==> config.mk <==
export PLATFORM = sky130hd
export DESIGN_NAME = branch_target_buffer_flat
export DESIGN_NICKNAME = d
export VERILOG_FILES = /design/src/rtl/branch_target_buffer_if.sv /design/src/rtl/branch_target_buffer.sv /design/src/flat_wrapper.sv
export SDC_FILE = /design/constraint.sdc
export NUM_CORES = 1
export LEC_CHECK = 0
export BUFFER_PORTS_ARGS = -buffer_cell sky130_fd_sc_hd__buf_4
export CAP_MARGIN = 15
export CORE_ASPECT_RATIO = 2
export CORE_MARGIN = 3
export CORE_UTILIZATION = 55
export DETAILED_ROUTE_END_ITERATION = 8
export GPL_TIMING_DRIVEN = 0
export PLACE_DENSITY = 0.72
export REMOVE_ABC_BUFFERS = 1
export SETUP_SLACK_MARGIN = 0.5
export SLEW_MARGIN = 25
export SYNTH_ARGS = -nofsm -noshare
export SYNTH_HDL_FRONTEND = slang
export SYNTH_SLANG_ARGS = --single-unit
export TNS_END_PERCENT = 5
==> constraint.sdc <==
create_clock -name CLK -period 7.2 [get_ports CLK]
set_input_delay 1.08 -clock CLK [delete_from_list [all_inputs] [get_ports CLK]]
set_output_delay 1.08 -clock CLK [all_outputs]
set_load 0.02 [all_outputs]
==> src/rtl/branch_target_buffer_if.sv <==
`default_nettype none
// ============================================================================
// Module   : branch_target_buffer_if
// Purpose  : Fetch-lookup / MEM-update / statistics bundle for the BTB.
// Revision : 1.0
// ============================================================================
interface branch_target_buffer_if #(
   parameter int ENTRIES = 16
);
   localparam int INDEX_W = $clog2(ENTRIES);

   logic               lookup_en;
   logic [31:0]        lookup_pc;
   logic               pred_taken;
   logic [31:0]        pred_target;
   logic [INDEX_W-1:0] pred_index;
   logic               upd_en;
   logic [INDEX_W-1:0] upd_index;
   logic [31:0]        upd_pc;
   logic               upd_taken;
   logic [31:0]        upd_target;
   logic               upd_mispredict;
   logic               flush;
   logic [31:0]        stat_lookups;
   logic [31:0]        stat_mispred;

   modport master (
      output lookup_en, lookup_pc, upd_en, upd_index, upd_pc, upd_taken,
             upd_target, upd_mispredict, flush,
      input  pred_taken, pred_target, pred_index, stat_lookups, stat_mispred
   );

   modport slave (
      input  lookup_en, lookup_pc, upd_en, upd_index, upd_pc, upd_taken,
             upd_target, upd_mispredict, flush,
      output pred_taken, pred_target, pred_index, stat_lookups, stat_mispred
   );
endinterface
`default_nettype wire

==> src/rtl/branch_target_buffer.sv <==
`default_nettype none
// ============================================================================
// Module   : branch_target_buffer
// Purpose  : Tagged BTB with saturating-counter direction prediction,
//            bimodal or gshare indexing, flush and performance counters.
// Revision : 1.0
// ============================================================================
module branch_target_buffer #(
   parameter int ENTRIES = 16,
   parameter int CTR_W   = 2,
   parameter int MODE    = 0,
   parameter int GHR_W   = 4
) (
   input  wire logic             CLK,
   input  wire logic             nRST,
   branch_target_buffer_if.slave bus
);
   localparam int INDEX_W = $clog2(ENTRIES);
   localparam int TAG_W   = 30 - INDEX_W;
   localparam logic [CTR_W-1:0] c_CTR_WT  = CTR_W'(1 << (CTR_W - 1));
   localparam logic [CTR_W-1:0] c_CTR_WNT = CTR_W'((1 << (CTR_W - 1)) - 1);
   localparam logic [CTR_W-1:0] c_CTR_MAX = '1;

   logic [ENTRIES-1:0] r_valid;
   logic [CTR_W-1:0]   r_ctr    [ENTRIES];
   logic [TAG_W-1:0]   r_tag    [ENTRIES];
   logic [29:0]        r_target [ENTRIES];
   logic [GHR_W-1:0]   r_ghr;
   logic [31:0]        r_statLookups;
   logic [31:0]        r_statMispred;

   logic [INDEX_W-1:0] w_histIdx;
   logic [INDEX_W-1:0] w_lkIdx;
   logic               w_lkHit;
   logic               w_predTaken;
   logic               w_updApply;
   logic               w_updHit;
   logic [CTR_W-1:0]   w_ctrCur;
   logic [CTR_W-1:0]   w_ctrNext;
   logic [GHR_W-1:0]   w_ghrNext;
   logic               w_unused;

   // Lookup reads only registered state, so a same-cycle update is seen next cycle.
   assign w_histIdx   = (MODE == 1) ? INDEX_W'(r_ghr) : '0;
   assign w_lkIdx     = bus.lookup_pc[INDEX_W+1:2] ^ w_histIdx;
   assign w_lkHit     = bus.lookup_en & r_valid[w_lkIdx]
                      & (r_tag[w_lkIdx] == bus.lookup_pc[31:INDEX_W+2]);
   assign w_predTaken = w_lkHit & r_ctr[w_lkIdx][CTR_W-1];

   assign bus.pred_taken   = w_predTaken;
   assign bus.pred_target  = w_predTaken ? {r_target[w_lkIdx], 2'b00}
                                         : bus.lookup_pc + 32'd4;
   assign bus.pred_index   = w_lkIdx;
   assign bus.stat_lookups = r_statLookups;
   assign bus.stat_mispred = r_statMispred;

   assign w_updApply = bus.upd_en & ~bus.flush;
   assign w_updHit   = r_valid[bus.upd_index]
                     & (r_tag[bus.upd_index] == bus.upd_pc[31:INDEX_W+2]);
   assign w_ctrCur   = r_ctr[bus.upd_index];

   always_comb begin
      w_ctrNext = w_ctrCur;
      if (bus.upd_taken && (w_ctrCur != c_CTR_MAX)) begin
         w_ctrNext = w_ctrCur + CTR_W'(1);
      end else if (!bus.upd_taken && (w_ctrCur != '0)) begin
         w_ctrNext = w_ctrCur - CTR_W'(1);
      end
   end

   generate
      if (GHR_W == 1) begin : g_ghrSingle
         assign w_ghrNext = bus.upd_taken;
      end else begin : g_ghrShift
         assign w_ghrNext = {r_ghr[GHR_W-2:0], bus.upd_taken};
      end
   endgenerate

   always_ff @(posedge CLK or negedge nRST) begin
      if (!nRST) begin
         r_valid <= '0;
         r_ghr   <= '0;
         for (int i = 0; i < ENTRIES; i++) begin
            r_ctr[i] <= c_CTR_WNT;
         end
      end else if (bus.flush) begin
         r_valid <= '0;
         r_ghr   <= '0;
      end else if (bus.upd_en) begin
         r_ghr <= w_ghrNext;
         if (w_updHit) begin
            r_ctr[bus.upd_index] <= w_ctrNext;
         end else if (bus.upd_taken) begin
            r_valid[bus.upd_index] <= 1'b1;
            r_ctr[bus.upd_index]   <= c_CTR_WT;
         end
      end
   end

   // Tag and target carry no reset; an invalid entry never exposes them.
   always_ff @(posedge CLK) begin
      if (w_updApply && bus.upd_taken) begin
         r_target[bus.upd_index] <= bus.upd_target[31:2];
         if (!w_updHit) begin
            r_tag[bus.upd_index] <= bus.upd_pc[31:INDEX_W+2];
         end
      end
   end

   always_ff @(posedge CLK or negedge nRST) begin
      if (!nRST) begin
         r_statLookups <= '0;
         r_statMispred <= '0;
      end else begin
         if (bus.lookup_en && (r_statLookups != '1)) begin
            r_statLookups <= r_statLookups + 32'd1;
         end
         if (bus.upd_en && bus.upd_mispredict && (r_statMispred != '1)) begin
            r_statMispred <= r_statMispred + 32'd1;
         end
      end
   end

   assign w_unused = &{1'b0, bus.lookup_pc[1:0], bus.upd_pc[INDEX_W+1:0],
                       bus.upd_target[1:0]};
endmodule
`default_nettype wire

==> src/flat_wrapper.sv <==
// flat-port wrapper written by rule: the top's interface ports become plain ports
module branch_target_buffer_flat 
#(
   parameter int ENTRIES = 16,
   parameter int CTR_W   = 2,
   parameter int MODE    = 0,
   parameter int GHR_W   = 4
)
  (CLK, nRST, bus_lookup_en, bus_lookup_pc, bus_upd_en, bus_upd_index, bus_upd_pc, bus_upd_taken, bus_upd_target, bus_upd_mispredict, bus_flush, bus_pred_taken, bus_pred_target, bus_pred_index, bus_stat_lookups, bus_stat_mispred);
  branch_target_buffer_if #(.ENTRIES(ENTRIES)) bus_i ();
  input  wire logic CLK;
  input  wire logic nRST;
  input wire logic [$bits(bus_i.lookup_en)-1:0] bus_lookup_en;
  input wire logic [$bits(bus_i.lookup_pc)-1:0] bus_lookup_pc;
  input wire logic [$bits(bus_i.upd_en)-1:0] bus_upd_en;
  input wire logic [$bits(bus_i.upd_index)-1:0] bus_upd_index;
  input wire logic [$bits(bus_i.upd_pc)-1:0] bus_upd_pc;
  input wire logic [$bits(bus_i.upd_taken)-1:0] bus_upd_taken;
  input wire logic [$bits(bus_i.upd_target)-1:0] bus_upd_target;
  input wire logic [$bits(bus_i.upd_mispredict)-1:0] bus_upd_mispredict;
  input wire logic [$bits(bus_i.flush)-1:0] bus_flush;
  output wire logic [$bits(bus_i.pred_taken)-1:0] bus_pred_taken;
  output wire logic [$bits(bus_i.pred_target)-1:0] bus_pred_target;
  output wire logic [$bits(bus_i.pred_index)-1:0] bus_pred_index;
  output wire logic [$bits(bus_i.stat_lookups)-1:0] bus_stat_lookups;
  output wire logic [$bits(bus_i.stat_mispred)-1:0] bus_stat_mispred;
  assign bus_i.lookup_en = bus_lookup_en;
  assign bus_i.lookup_pc = bus_lookup_pc;
  assign bus_i.upd_en = bus_upd_en;
  assign bus_i.upd_index = bus_upd_index;
  assign bus_i.upd_pc = bus_upd_pc;
  assign bus_i.upd_taken = bus_upd_taken;
  assign bus_i.upd_target = bus_upd_target;
  assign bus_i.upd_mispredict = bus_upd_mispredict;
  assign bus_i.flush = bus_flush;
  assign bus_pred_taken = bus_i.pred_taken;
  assign bus_pred_target = bus_i.pred_target;
  assign bus_pred_index = bus_i.pred_index;
  assign bus_stat_lookups = bus_i.stat_lookups;
  assign bus_stat_mispred = bus_i.stat_mispred;
  branch_target_buffer #(.ENTRIES(ENTRIES), .CTR_W(CTR_W), .MODE(MODE), .GHR_W(GHR_W)) u_core (.CLK(CLK), .nRST(nRST), .bus(bus_i));
endmodule
Yosys cells after proc, flatten, opt, wreduce, memory -nomap -nowiden
Memories as Yosys holds them, arrays and structs flattened.
Cells that the tools add are included.
- bits in registers: 112
- memory bits (writable): 896
- memories: 2
- output and inout bits: 101
- bits of input ports: 107
- logic and storage cells: 94
- latch bits: 0
- memory bits (read-only): 0
- equality and inequality tests: 6
- shifts and indexed selects: 0
- reduce and logical (&&, ||, !) cells: 15
- multiply operators: 0
- mux-type cells: 29
- order comparisons: 6
- divide/modulo/power cells: 0
- $add $sub $neg: 5
- bitwise gates (word level): 12
- memory list (name ; depth ; bits a word ; read ports ; clocked after memory_dff ; wr ports ; RTL line ; source):
    u_core.r_target ; 16 ; 30 ; 1 ; 0 ; 1 ; branch_target_buffer.sv:27 ; logic [29:0] r_target [ENTRIES];
    u_core.r_tag ; 16 ; 26 ; 2 ; 0 ; 1 ; branch_target_buffer.sv:26 ; logic [TAG_W-1:0] r_tag [ENTRIES];
- operators with widths (operator ; count):
    2-to-1 mux 32 bit ; 3
    adder 32 x 1 -> 32 bit, second input constant ; 2
    2-to-1 mux 16 bit ; 4
    inequality test 32 bit, second input constant ; 2
    equality test 26 bit ; 2
    adder 32 x 3 -> 32 bit, second input constant ; 1
    bitwise mux 32 bit ; 1
    OR 16 bit ; 2
    bitwise AND 16 bit ; 1
    binary-select mux 2 bit (select 4 bit) ; 2
    NOT 16 bit ; 1
    2-to-1 mux 2 bit ; 7
    >= comparator 5 bit, second input constant ; 2
    less-than comparator 4 x 5 -> 1 bit, second input constant ; 2
    NOT 4 -> 5 bit ; 2
    binary-select mux 1 bit (select 4 bit) ; 2
    demux 2 bit (select 4 bit) ; 1
    logical AND 1 bit ; 8
    2-to-1 mux 1 bit ; 8
    nonzero test 2 bit ; 4
    AND reduction 3 bit ; 2
    bitwise AND 1 bit ; 5
    less-than comparator 5 x 1 -> 1 bit, second input constant ; 1
    demux 1 bit (select 4 bit) ; 1
    other kinds (6) ; 7

Longest topological paths before layout
Gate-level depths: netlist (run 1).
- depth after elaboration: 10
- mapped depth: 15
- gate-level depth less buffers: 10

Worst setup path before layout (run 1)
OpenSTA, ideal clock, no wires.
- path kind: in2reg
- start: input port bus_upd_index[1]
- end: memory u_core.r_tag[10][0] (netlist name), enable pin
- setup time: 0.444 ns
- cell stages on the path: 12
- slack: 1.669 ns
- path buffers: 5
- data required time: 6.756 ns
- arrival: 5.087 ns
- cells stage by stage: buf_6 > buf_4 > buf_6 > clkbuf_1 > mux4_2 > o21ai_0 > xnor2_1 > nor4_1 > o2111ai_1 > nor3_4 > buf_6 > nor3_1
- longest elaborated chain between the ends: 6
- elaborated cells on any way between the ends: 8
- those cells by class: eq/ne (1); mux (5); bitwise (1); memory (1)
- ends and longest elaborated chain (what ; RTL line ; source):
    start, declared ; flat_wrapper.sv:16 ; input wire logic [$bits(bus_i.upd_index)-1:0] bus_upd_index;
    memory (16 x 26 bit) or binary-select mux 1 bit (select 4 bit) (tied branches) ; n/a ;
    equality test 26 bit or 2-to-1 mux 1 bit (tied branches) ; branch_target_buffer.sv:59, branch_target_buffer.sv:58 ;
    bitwise AND 1 bit ; branch_target_buffer.sv:59 ; & (r_tag[bus.upd_index] == bus.upd_pc[31:INDEX_W+2]);
    2-to-1 mux 1 bit ; branch_target_buffer.sv:104 ; if (!w_updHit) begin
    2-to-1 mux 1 bit ; branch_target_buffer.sv:102 ; if (w_updApply && bus.upd_taken) begin
    2-to-1 mux 1 bit (not written as such) ; branch_target_buffer.sv:105 ; r_tag[bus.upd_index] <= bus.upd_pc[31:INDEX_W+2];
    end, declared ; branch_target_buffer.sv:26 ;
Several ways; a longest one is shown, not always the timed one. The select of a mux whose other input is x is not followed.

Worst setup path in the final report (run 1)
- start: input port bus_lookup_pc[2]
- end: output port bus_pred_target[17]
- longest elaborated chain between the ends: 6
- elaborated cells on any way between the ends: 14
- those cells by class: add/sub (1); eq/ne (1); mux (6); bitwise (4); memory (2)
- ends and longest elaborated chain (what ; RTL line ; source):
    start, declared ; flat_wrapper.sv:14 ; input wire logic [$bits(bus_i.lookup_pc)-1:0] bus_lookup_pc;
    branches (longest 5 deep; another with memory (16 x 26 bit)) ; n/a ;
    2-to-1 mux 32 bit (*) ; branch_target_buffer.sv:51 ; assign bus.pred_target = w_predTaken ? {r_target[w_lkIdx], 2'b00}
    end, declared ; flat_wrapper.sv:23 ; output wire logic [$bits(bus_i.pred_target)-1:0] bus_pred_target;
Mark *: on every way between the ends. The select of a mux whose other input is x is not followed.

==> results of run 1 <==
==> placed cells by master (no fill, tap or decap), drive strengths merged, types with 32 or more instances in the layout <==
master / instances
nand2: 66
dfrtp: 96
xor2: 41
o21ai: 32
edfxtp: 896
xnor2: 108
inv: 46
nand3: 43
clkbuf: 106
mux4: 366
nor2: 62
mux2i: 86
mux2: 47
buf: 328
nor3: 35
==> report_power, final <==
part	internal [W]	total, W	switching (W)	leakage (nW)
registers	0.00644	0.00650	0.0000594	9.43
logic	0.000452	0.00105	0.000593	6.70
clock network	0.00272	0.00486	0.00214	1.39
==> final cells by class <==
type	count	area share
timing repair buffer	330	0.06589
clock buffer	104	0.04427
antenna	4	0.0001941
multi-input combinational	1112	0.2724
inverter	43	0.003129
tap	1036	0.02513
sequential	1008	0.5764
clock inverter	56	0.01257
==> worst register-to-register path: stages, from the launching register on <==
cell and delay [ns]:
edfxtp_1 0.40, mux4_2 0.48, mux2i_1 0.19, xnor2_1 0.15, a2111oi_0 0.45, a31oi_1 0.26, or4_1 0.59, nor3_4 0.61
buf_6 0.30, nor3_2 0.14, buf_6 0.23, buf_6 0.14, buf_4 0.18, buf_6 0.16
==> final timing paths <==
check | start | to | slack (ns) | cells after the start
worst max-delay path | bus_lookup_pc[2] | bus_pred_target[17] | 0.64 | 11
worst max register to register | u_core.r_tag[8][13] | u_core.r_tag[4][9] | 2.67 | 13
worst min register to register | u_core.r_ctr[28] | u_core.r_ctr[28] | 0.48 | 1
min in group asynchronous | nRST | u_core.bus.stat_lookups[11] | 0.49 | 1
max in group asynchronous | nRST | u_core.bus.stat_mispred[24] | 6.02 | 1
worst min-delay path | u_core.r_ctr[28] | u_core.r_ctr[28] | 0.48 | 1
==> through the flow <==
stage | worst slack (ns) | instance area [um2] | total power [W] | instances | setup TNS, ns
2_1_floorplan | 2.035 | 43650 | 0.007097 | 2162 | 0
3_3_place_gp | -3.904 | 46440 | 0.007619 | 3397 | -1749.57
3_5_place_dp | -0.09298 | 48460 | 0.007654 | 3523 | -0.3052
4_1_cts | 0.5188 | 51480 | 0.01247 | 3685 | 0
5_1_grt | 0.5196 | 51570 | 0.01274 | 3691 | 0
6_report | 0.6378 | 51580 | 0.01240 | 3693 | 0
==> cells in the mapped netlist, drive strengths merged, types with 4 or more instances <==
| library cell | number | area share |
|---|---|---|
| nand3 | 42 | 0.0047 |
| inv | 42 | 0.0036 |
| a21o | 16 | 0.0027 |
| mux4 | 366 | 0.19 |
| and4 | 7 | 0.0014 |
| a221oi | 4 | 0.00093 |
| xor2 | 41 | 0.0081 |
| a21oi | 10 | 0.0011 |
| a22oi | 31 | 0.0068 |
| nand2 | 66 | 0.0057 |
| nand4 | 28 | 0.0039 |
| o21ai | 32 | 0.0050 |
| nor2b | 10 | 0.0014 |
| a211oi | 6 | 0.0010 |
| mux2 | 47 | 0.012 |
| nor4 | 9 | 0.0013 |
| ha | 5 | 0.0014 |
| edfxtp | 896 | 0.61 |
| mux2i | 86 | 0.019 |
| nor2 | 62 | 0.0052 |
| dfstp | 16 | 0.0095 |
| and2 | 14 | 0.0020 |
| o2bb2ai | 16 | 0.0032 |
| clkbuf | 55 | 0.0046 |
| xnor2 | 108 | 0.021 |
| buf | 85 | 0.012 |
| and3 | 21 | 0.0030 |
| o22ai | 14 | 0.0020 |
| nor3 | 35 | 0.0042 |
| dfrtp | 96 | 0.054 |
==> per-layer routing <==
metal | vias up | GRT usage
met2 | 1415 | 0.4783
met3 | 320 | 0.05839
li1 | 10050 | -
met4 | 2 | 0.1443
met5 | - | 0
met1 | 12930 | 0.3517
==> sequential cells by signal, summed over array words and instances (netlist names) <==
name                     flops
u_core.bus.stat_mispred     32
u_core.r_valid              16
u_core.r_ctr                32
u_core.r_tag               416
u_core.bus.stat_lookups     32
u_core.r_target            480
==> what timing repair did <==
| action | 4_1_cts | 5_1_grt |
|---|---|---|
| cloned | 1 | 1 |
| pin swaps | 1 | 2 |
| hold buffers | 0 | 0 |
| setup buffers | 1 | 1 |
| setup endpoints to repair | 32 | 32 |
| resized for setup | 8 | 0 |
==> cells by family after synthesis <==
| family | after synthesis |
|---|---|
| compound gates | 152 |
| xor+xnor | 149 |
| fa+ha+maj | 5 |
| buf+inv | 183 |
| flops | 1008 |
| mux | 499 |
| simple gates | 306 |
==> impl_metrics.json, run 1 <==
{
  "status": "finished, final reports clean",
  "die-area_um2": 84380,
  "clockRootBuffer": "clkbuf_16",
  "synth-edff-count": 896,
  "globalRoute.totalOverflow": 0,
  "cp_data_arrival_time_ns": 5.48,
  "antenna_found_initial": 4,
  "p_per_area_nw_per_um2": 240.4,
  "fillers": 5279,
  "rsz0062_at_grt": "no",
  "grt_max_degree": 113,
  "numCtsBuffers": 88,
  "critical-path-max-stage-delay_ns": 0.58,
  "yosysWarningCount": 0,
  "crit_family": "multiplexers",
  "initial_core_util": 0.5575,
  "syn_area_per_cell_um2": 19.29,
  "avgViaCountPerCell": 6.693,
  "rows": 146,
  "syn_inst": 2302,
  "hpwl_um": 78690,
  "max_cap_viol_count": 0,
  "num_vias": 24720,
  "wl_um": 119100,
  "setup_viol": 0,
  "antenna_left": 0,
  "dieWidth_um": 206.9,
  "wl_met3_um": 9912,
  "cts_tree": "done",
  "period_share": 0.9114,
  "syn_area_um2": 44400,
  "worst_pin_slew_ns": 1.002,
  "leakagePower_nw": 17.53,
  "post-route-util": 0.6476,
  "critical_path_required_ns": 6.12,
  "dieHeight_um": 407.8,
  "synthDistinctLibCells": 64,
  "multi_input_area_um2": 14050,
  "first_pass_iters": 5,
  "htree_num_levels": 3,
  "synth-seq-area-share": 0.6696,
  "regArea_um2": 29730,
  "period_minus_slack_ns": 6.562,
  "ys_ff_latch": 1008,
  "final_nets": 2695,
  "maxSlewHeadroom": 0.3260,
  "synth_top_flop_cell": "edfxtp_1",
  "yosys.area_share.adder": 0.001409,
  "synthMuxAreaShare": 0.2170,
  "io_buffers": 199,
  "dr.first_iter.drc_count": 2743,
  "hp-class": "reg -> reg",
  "path_max_fanout": 54,
  "synth_compound_area_frac": 0.02733,
  "hold_viol": 0,
  "crit_slowest_cell": "mux4_2",
  "io_pins": 208,
  "whs_ns": 0.4809,
  "dr_wl_met2_um": 61540,
  "core_um2": 79650,
  "gp_congestion": 0.8278,
  "drc": 0,
  "critPathLaunchType": "input pin",
  "crit_chain": "buf_12 > buf_16 > buf_16 > mux4_2 > mux4_2 > xnor2_1 > nand4_1 > nor3_4 > nand3_4 > mux2_1 > buf_4",
  "m1WireLength_um": 40880,
  "synth_top_family_by_area": "multiplexers",
  "wl_per_cell_um": 32.24,
  "ir_drop_mv": 0.3272,
  "drive_gt1_frac": 0.3547,
  "finalMaxSlewViolations": 0,
  "grt_pass1_wl_um": 173100,
  "clock_latency_ns": 0.69,
  "area_delta_synth_final_pct": 16.17,
  "max_freq_mhz": 152.4,
  "synth_xor_area_frac": 0.02939,
  "synth-async-reset-ratio": 0.1111,
  "clock_skew_ns": 0.02010,
  "clk_pin_slew_ns": 0.06,
  "clock_sinks": 1008,
  "crit_buf_inv": 4,
  "path_class": "in -> out",
  "critPathCaptureType": "primary output",
  "grt_use_total": 0.2853,
  "top_layer_used": "met5",
  "yosys.area_share.simple": 0.03483,
  "cts.path.max_buffers": 3,
  "grt_pass1_vias": 26170
}
(Power assumes the default switching activity.)
==> inputs of run 2 (changes only) <==
--- a/config.mk
+++ b/config.mk
@@ -9,10 +9,10 @@
 export CAP_MARGIN = 15
 export CORE_ASPECT_RATIO = 2
 export CORE_MARGIN = 3
-export CORE_UTILIZATION = 55
+export CORE_UTILIZATION = 25
 export DETAILED_ROUTE_END_ITERATION = 8
 export GPL_TIMING_DRIVEN = 0
-export PLACE_DENSITY = 0.72
+export PLACE_DENSITY = 0.38
 export REMOVE_ABC_BUFFERS = 1
 export SETUP_SLACK_MARGIN = 0.5
 export SLEW_MARGIN = 25
==> impl_metrics.json, run 2 (same netlist as run 1, synthesis figures left out) <==
{
  "status": "finished, final reports clean",
  "largestRegisters": "u_core.r_target: 480 flops, u_core.r_tag: 416 flops",
  "path_class": "in -> out",
  "area_delta_synth_final_pct": 21.82,
  "clock_sinks": 1008,
  "cts_tree": "done",
  "core_um2": 176500,
  "layout_commonest_cell": "edfxtp_1",
  "globalRoute.totalOverflow": 0,
  "first_pass_iters": 6,
  "hold_viol": 0,
  "clock_skew_ns": 0.02628,
  "fillers": 17150,
  "num_vias": 24150,
  "critical-path-max-stage-delay_ns": 0.54,
  "crit_slowest_cell": "mux4_2",
  "largest_register_ffs": 480,
  "multi_input_area_um2": 14040,
  "layout.cells.non_filler": 5022,
  "largest_register": "u_core.r_target",
  "period_share": 0.8939,
  "io_buffers": 199,
  "rsz0062_at_grt": "no",
  "critPathLaunchType": "input pin",
  "dr.first_iter.drc_count": 1768,
  "dieWidth_um": 304.0,
  "grt_pass1_vias": 26620,
  "antenna_found_initial": 12,
  "clk_pin_slew_ns": 0.06,
  "critical_path_required_ns": 6.12,
  "crit_path_frequent_cell": "buf_16",
  "rows": 218,
  "die-area_um2": 183000,
  "finalMaxSlewViolations": 0,
  "avgViaCountPerCell": 4.808,
  "path_max_fanout": 28,
  "leakagePower_nw": 18.05,
  "setup_tns_ns": 0,
  "hpwl_um": 103600,
  "setup_viol": 0,
  "cp_data_arrival_time_ns": 5.36,
  "final_cell_area_um2": 54090,
  "period_minus_slack_ns": 6.436,
  "post-route-util": 0.3065,
  "max_cap_viol_count": 0,
  "max_freq_mhz": 155.4,
  "ir_drop_mv": 0.2665,
  "dieHeight_um": 602.0,
  "crit_chain": "buf_12 > buf_16 > buf_16 > buf_16 > bufbuf_16 > mux4_2 > mux4_2 > xnor2_1 > nand4_1 > nor3_4 > nand3_4 > buf_4 > mux2_1 > buf_4",
  "clock_latency_ns": 0.69,
  "wl_per_cell_um": 29.60,
  "clockRootBuffer": "clkbuf_16",
  "initial_core_util": 0.2516,
  "gp_congestion": 0.7461,
  "numCtsBuffers": 97,
  "grt_max_degree": 69,
  "critPathCaptureType": "primary output",
  "drc": 0,
  "dp_cells": 4833,
  "finalWorstSetupSlack_ns": 0.7643,
  "io_pins": 208,
  "drive_gt1_frac": 0.3691,
  "reg2reg_depth": 15,
  "placed_area_um2": 50610,
  "cts.path.max_buffers": 3,
  "maxSlewHeadroom": 0.3834,
  "worst_pin_slew_ns": 0.9249,
  "regArea_um2": 29730,
  "final_nets": 2744,
  "final_cell_mix": "edfxtp_1 (896), mux4_2 (366), buf_4 (278)",
  "wl_um": 148600,
  "htree_num_levels": 3,
  "antenna_left": 0,
  "dp_slack_ns": -0.6184,
  "grt_pass1_wl_um": 209100,
  "hp-class": "in -> async",
  "p_per_area_nw_per_um2": 237.4,
  "grt_use_total": 0.1601,
  "hold_buffers": 0
}
[run 2: where the power goes]
group / total, W / internal (W) / switching [W]
clock: 0.00523 / 0.00289 / 0.00234
combinational: 0.00111 / 0.000478 / 0.000630
sequential: 0.00650 / 0.00644 / 0.0000657
[run 2: path summary, 6_finish.rpt]
kind	to	startpoint	slack, ns
worst min-delay path	u_core.bus.stat_lookups[21]	nRST	0.36
worst max-delay path	bus_pred_target[6]	bus_lookup_pc[2]	0.76
max in group asynchronous	u_core.r_ctr[2]	nRST	6.04
worst min register to register	u_core.r_ctr[14]	u_core.r_ctr[14]	0.48
worst max register to register	u_core.r_tag[0][22]	u_core.r_tag[10][22]	2.26
min in group CLK	u_core.r_ctr[14]	u_core.r_ctr[14]	0.48
[run 2: critical path: cells and delay by family]
family | cells | cell delay, ns
xor+xnor | 1 | 0.15
buf+inv | 7 | 1.73
mux | 3 | 1.42
simple gates | 3 | 0.82
[run 2: repair_timing]
| item | 4_1_cts | 5_1_grt |
|---|---|---|
| setup buffers | 2 | 0 |
| pin swaps | 2 | 2 |
| gates cloned | 7 | 1 |
| endpoints found under the setup margin | 33 | 28 |
| resized for setup | 4 | 1 |
[run 2: final cells by class]
type,count,area share
Sequential cell,1008,0.5496
Multi-Input combinational cell,1111,0.2596
Timing Repair Buffer,371,0.07571
Tap cell,2310,0.05344
Clock buffer,117,0.04701
Clock inverter,59,0.01150
Inverter,43,0.002984
Antenna cell,3,0.0001388
[run 2: layer usage]
metal  up-vias  global-route usage  part of all wire
met5         -                   0           0.00042
met4         8             0.04097             0.025
met3       162             0.02522             0.046
met2       686              0.3082              0.56
met1     13160              0.1819              0.37
li1      10140                   -                 -
[run 2: per-stage QoR]
stage	power [W]	hold slack (ns)
2_1_floorplan	0.007097	0.4597
3_3_place_gp	0.007719	0.4689
3_5_place_dp	0.007744	0.4737
4_1_cts	0.01306	0.3568
5_1_grt	0.01331	0.3971
6_report	0.01284	0.3600
